File: config.mk
export PLATFORM = sky130hd
export DESIGN_NAME = des_vector_gen
export DESIGN_NICKNAME = d
export VERILOG_FILES = /design/src/rtl/des_pkg.sv /design/src/rtl/des_key_parity.sv /design/src/rtl/des_vector_gen.sv
export SDC_FILE = /design/constraint.sdc
export NUM_CORES = 1
export LEC_CHECK = 0
export BUFFER_PORTS_ARGS = -buffer_cell sky130_fd_sc_hd__buf_2
export CAP_MARGIN = 5
export CORE_MARGIN = 10
export CORE_UTILIZATION = 25
export CTS_BUF_LIST = sky130_fd_sc_hd__clkbuf_8
export DETAILED_ROUTE_END_ITERATION = 7
export GPL_ROUTABILITY_DRIVEN = 0
export GPL_TIMING_DRIVEN = 0
export PLACE_DENSITY = 0.44
export SETUP_SLACK_MARGIN = 0.05
export SLEW_MARGIN = 30
export SYNTH_ARGS = -nofsm -noshare
export SYNTH_HDL_FRONTEND = slang
export SYNTH_HIERARCHICAL = 1
export SYNTH_SLANG_ARGS = --single-unit
File: constraint.sdc
create_clock -name clk -period 5.3 [get_ports clk]
set_input_delay 0.53 -clock clk [delete_from_list [all_inputs] [get_ports clk]]
set_output_delay 0.53 -clock clk [all_outputs]
set_load 0.02 [all_outputs]
File: src/rtl/des_pkg.sv
// Shared definitions for the DES test-vector generator: FSM states and XorShift constants.
package des_pkg;

  typedef enum logic [2:0] {
    IDLE  = 3'd0,
    SEED  = 3'd1,
    FILL  = 3'd2,
    OFFER = 3'd3,
    DONE  = 3'd4
  } state_e;

  localparam int          DES_WORDS_PER_VEC = 4;
  localparam logic [31:0] XS_W_INIT         = 32'd88675123;

endpackage

File: src/rtl/des_key_parity.sv
// Combinational 64-bit DES key odd-parity fixer: bit 8k+7 of each byte is rewritten
// so that the byte carries an odd number of ones; bits 8k..8k+6 pass through.
module des_key_parity (
  input  logic [0:63] key_i,
  output logic [0:63] key_o
);

  always_comb begin
    key_o = key_i;
    for (int k = 0; k < 8; k++) begin
      key_o[8*k+7] = ~(^key_i[8*k +: 7]);
    end
  end

endmodule

File: src/rtl/des_vector_gen.sv
// Reseeds the XorShift PRNG and packs its words into DES key/plaintext vectors offered
// over valid/ready. Define DES_VECGEN_PARITY_EN to force odd parity on every key byte.
module des_vector_gen
  import des_pkg::*;
#(
  parameter int CNT_W = 16
) (
  input  logic             clk,
  input  logic             rst,
  input  logic             start,
  input  logic [0:31]      seed,
  input  logic [CNT_W-1:0] num_vec,
  output logic             busy,
  output logic             done,
  output logic             prng_rst,
  output logic [0:31]      prng_seed,
  input  logic [0:31]      rnd,
  output logic             vec_valid,
  input  logic             vec_ready,
  output logic [0:63]      vec_key,
  output logic [0:63]      vec_pt,
  output logic [CNT_W-1:0] vec_idx
);

  localparam logic [1:0]       LAST_WORD = 2'(DES_WORDS_PER_VEC - 1);
  localparam logic [CNT_W-1:0] CNT_ONE   = CNT_W'(1);

  state_e           state_q, state_d;
  logic [0:31]      seed_q,  seed_d;
  logic [CNT_W-1:0] num_q,   num_d;
  logic [CNT_W-1:0] idx_q,   idx_d;
  logic [1:0]       wcnt_q,  wcnt_d;
  logic [0:63]      key_q,   key_d;
  logic [0:63]      pt_q,    pt_d;
  logic [0:63]      key_fill;
  logic [0:63]      key_fix;

  always_ff @(posedge clk) begin
    if (rst) begin
      state_q <= IDLE;
      seed_q  <= '0;
      num_q   <= '0;
      idx_q   <= '0;
      wcnt_q  <= '0;
      key_q   <= '0;
      pt_q    <= '0;
    end else begin
      state_q <= state_d;
      seed_q  <= seed_d;
      num_q   <= num_d;
      idx_q   <= idx_d;
      wcnt_q  <= wcnt_d;
      key_q   <= key_d;
      pt_q    <= pt_d;
    end
  end

  always_comb begin
    state_d   = state_q;
    seed_d    = seed_q;
    num_d     = num_q;
    idx_d     = idx_q;
    wcnt_d    = wcnt_q;
    pt_d      = pt_q;
    key_fill  = key_q;
    busy      = 1'b0;
    done      = 1'b0;
    prng_rst  = 1'b0;
    vec_valid = 1'b0;

    case (state_q)
      IDLE: begin
        if (start) begin
          seed_d  = seed;
          num_d   = num_vec;
          idx_d   = '0;
          state_d = (num_vec == '0) ? DONE : SEED;
        end
      end
      SEED: begin
        busy     = 1'b1;
        prng_rst = 1'b1;
        wcnt_d   = '0;
        state_d  = FILL;
      end
      FILL: begin
        busy = 1'b1;
        case (wcnt_q)
          2'd0:    key_fill[0:31]  = rnd;
          2'd1:    key_fill[32:63] = rnd;
          2'd2:    pt_d[0:31]      = rnd;
          default: pt_d[32:63]     = rnd;
        endcase
        wcnt_d = wcnt_q + 2'd1;
        if (wcnt_q == LAST_WORD) begin
          state_d = OFFER;
        end
      end
      OFFER: begin
        busy      = 1'b1;
        vec_valid = 1'b1;
        if (vec_ready) begin
          if (idx_q == num_q - CNT_ONE) begin
            state_d = DONE;
          end else begin
            idx_d   = idx_q + CNT_ONE;
            wcnt_d  = '0;
            state_d = FILL;
          end
        end
      end
      DONE: begin
        done    = 1'b1;
        state_d = IDLE;
      end
      default: state_d = IDLE;
    endcase
  end

  // Parity is applied as the key is written so the held key never changes during OFFER.
`ifdef DES_VECGEN_PARITY_EN
  des_key_parity u_key_parity (
    .key_i (key_fill),
    .key_o (key_fix)
  );
`else
  assign key_fix = key_fill;
`endif

  assign key_d     = (state_q == FILL) ? key_fix : key_q;
  assign prng_seed = seed_q;
  assign vec_key   = key_q;
  assign vec_pt    = pt_q;
  assign vec_idx   = idx_q;

endmodule
==> results.cfg <==
[clock_network]
cts_resized = 0
clockBufferDepth = 2
clockRootBuffer = clkbuf_8
clkSinkCount = 197
cts_tree = yes
post_cts_buffers = 0
clk_latency_ns = 0.50
clkTransAtPathRegs_ns = 0.12
hold_buffers = 0
cts_htree_levels = 4
numCtsBuffers = 17

[grt]
antenna_found_initial = 2
grt_remaining_overflow = 0
grt_pass1_vias = 7835
grt_max_degree = 20
grt_use_total = 0.156
grt_pass1_wl_um = 47100

[yosys]
synth_edf_count = 0
syn_nets = 1113
synth_seq_cells = 197
ys_types = 59
syn_inst = 1022
ys_warn_count = 6
avgSynthCellArea_um2 = 7.78
async_reset_ff_frac = 0
yosysSeqAreaShare = 0.496
syn_area_um2 = 7950
synth_ff_type = dfxtp_1

[status]
outcome = complete, no violations

[routing]
wl_um = 31000
first_pass_iters = 5
ant_nets = 0
viasPerCell = 4.57
routedWlPerCell_um = 18.0
dr.first_iter.drc_count = 398
drc = 0
vias = 7861

[sta]
slew_viol_final = 0
setup_tns_ns = 0
layout_min_cycle_time_ns = 3.27
final_hold_viol_count = 0
skew_ns = 0.0214
grt_setup_unrepaired = false
period_share = 0.617
setup_viol = 0
slew_headroom = 0.412
worst_slew_pin_slew_ns = 0.881
fmax_ghz = 0.306

[final_layout]
final_nets = 1395
drive_above_1_share = 0.246
final_cells = 1719
area_growth_syn_to_layout_pct = 28.5
post-route-util = 0.325
final_cell_area_um2 = 10200
antennaDiodeCount = 0

[placement]
place_area_um2 = 9780
placed_cells = 1687
io_buffers = 262
place_hpwl_um = 23900

[setup_path]
setup.worst_path.end_class = flip-flop
cp.required_ns = 5.71
worstSetupPathType = flip-flop to flip-flop
crit_fanout = 10
crit_top_cell = buf_6
worstPathCellList = inv_1 > ha_1 > nor3b_1 > nand4_1 > xnor2_1 > or4b_4 > nor4b_4 > buf_6 > buf_6 > o21ai_1 > a21oi_1
crit_path_start_kind = flip-flop
cpMaxStageDelayCell = nor3b_1
arrival_ns = 3.68
max_stage_delay_ns = 0.53

[floorplanning]
dieArea_um2 = 39300
start_util = 0.253
die_w_um = 198
num_rows = 65
die_y_um = 198
io_pins = 264
coreArea_um2 = 31500

[power]
power.total_w = 0.00319
power_per_cell_area_nw_per_um2 = 312
power.leakage_nw = 4.23
peakVddDrop_mv = 0.157

[hold_path]
hold_path_class = input pin to flip-flop

[flow_run]
drv_cap = 0
==> critical path: cells and delay by family (launching register included) <==
kind,cells,cell delay (ns)
DFF,1,0.39
buffers and inverters,3,0.45
AOI/OAI and AO/OA,2,0.21
xor gates and xnor gates,1,0.19
and+or+nand+nor,4,1.70
adders and majority gates,1,0.23
==> metrics by stage <==
step	setup slack (ns)	hold WS, ns
after floorplan	2.58	0.448
after global placement	2.02	0.439
after detailed placement	2.04	0.443
after CTS	1.97	0.199
after global routing	1.73	0.210
final	2.03	0.250
==> power breakdown <==
part / total, W / internal, W / leakage [nW] / switching, W
logic: 0.000538 / 0.000184 / 2.42 / 0.000354
registers: 0.00158 / 0.00154 / 1.60 / 0.0000407
clock network: 0.00107 / 0.000454 / 0.216 / 0.000619
==> area by class of cell <==
cell class | count | area [um2]
clock inverter | 14 | 190
multi-input combinational | 747 | 3700
inverter | 9 | 33.8
clock buffer | 18 | 248
sequential | 197 | 3940
fill | 3456 | 21300
buffer | 69 | 285
tap | 402 | 503
timing repair buffer | 263 | 1320
==> Yosys cell counts, types with 6 or more instances <==
cell / count / area, um2
nand3_1: 6 / 30.0
nand4_1: 8 / 50.1
a21oi_1: 191 / 956
ha_1: 7 / 87.6
xor2_1: 9 / 78.8
o21ai_1: 10 / 50.1
nor2_1: 15 / 56.3
and3_1: 7 / 43.8
or3_1: 9 / 56.3
inv_1: 9 / 33.8
dfxtp_1: 197 / 3940
nor4_1: 10 / 62.6
nor3_1: 8 / 40.0
nand2_1: 377 / 1420
clkbuf_1: 64 / 240
xnor2_1: 12 / 105
==> cell families after synthesis <==
group,Yosys count,share of synthesized area
fa+ha+maj,7,0.0110
xor+xnor,21,0.0231
compound gates,236,0.161
buf+inv,78,0.0401
flops,197,0.496
simple gates,480,0.265
mux,3,0.00393
==> cell usage in the layout (no fill, tap or decap), drive strengths merged, types with 4 or more instances in the layout <==
cell type  netlist  routed
and3             7       7
buf              5     268
nor4            12      12
or4              7       7
clkbuf          64      82
or3             14      14
a21oi          191     191
and2             4       4
o21ai           15      15
nand2          377     377
dfxtp          197     197
nand3            6       6
xnor2           12      12
nor3             9       9
nor2            15      15
ha               7       7
clkinv           0       7
nand4            8       8
inv              9      13
xor2             9       9
nor4b            4       4
==> path summary, 6_finish.rpt <==
check	from	to	slack [ns]	depth (start not counted)
max reg2reg	num_q[0]	vec_idx[0]	2.03	11
min	seed[28]	prng_seed[28]	0.25	3
min reg2reg	prng_seed[7]	prng_seed[7]	0.46	2
max	num_q[0]	vec_idx[0]	2.03	11
==> routing by layer <==
| metal | up-vias | part of all wire | GRT usage |
|---|---|---|---|
| met1 | 3695 | 0.42 | 0.181 |
| met2 | 159 | 0.49 | 0.261 |
| met3 | 17 | 0.078 | 0.0647 |
| li1 | 3986 | - | - |
| met5 | - | 0.00084 | 0 |
| met4 | 4 | 0.012 | 0.0379 |
==> flip-flops by register name (all words and copies together) (netlist names) <==
| name | flops |
|---|---|
| vec_key | 64 |
| vec_pt | 64 |
| prng_seed | 32 |
| num_q | 16 |
| vec_idx | 16 |
| state_q | 3 |
| wcnt_q | 2 |
Note: power is estimated with default switching activity, not from simulation.
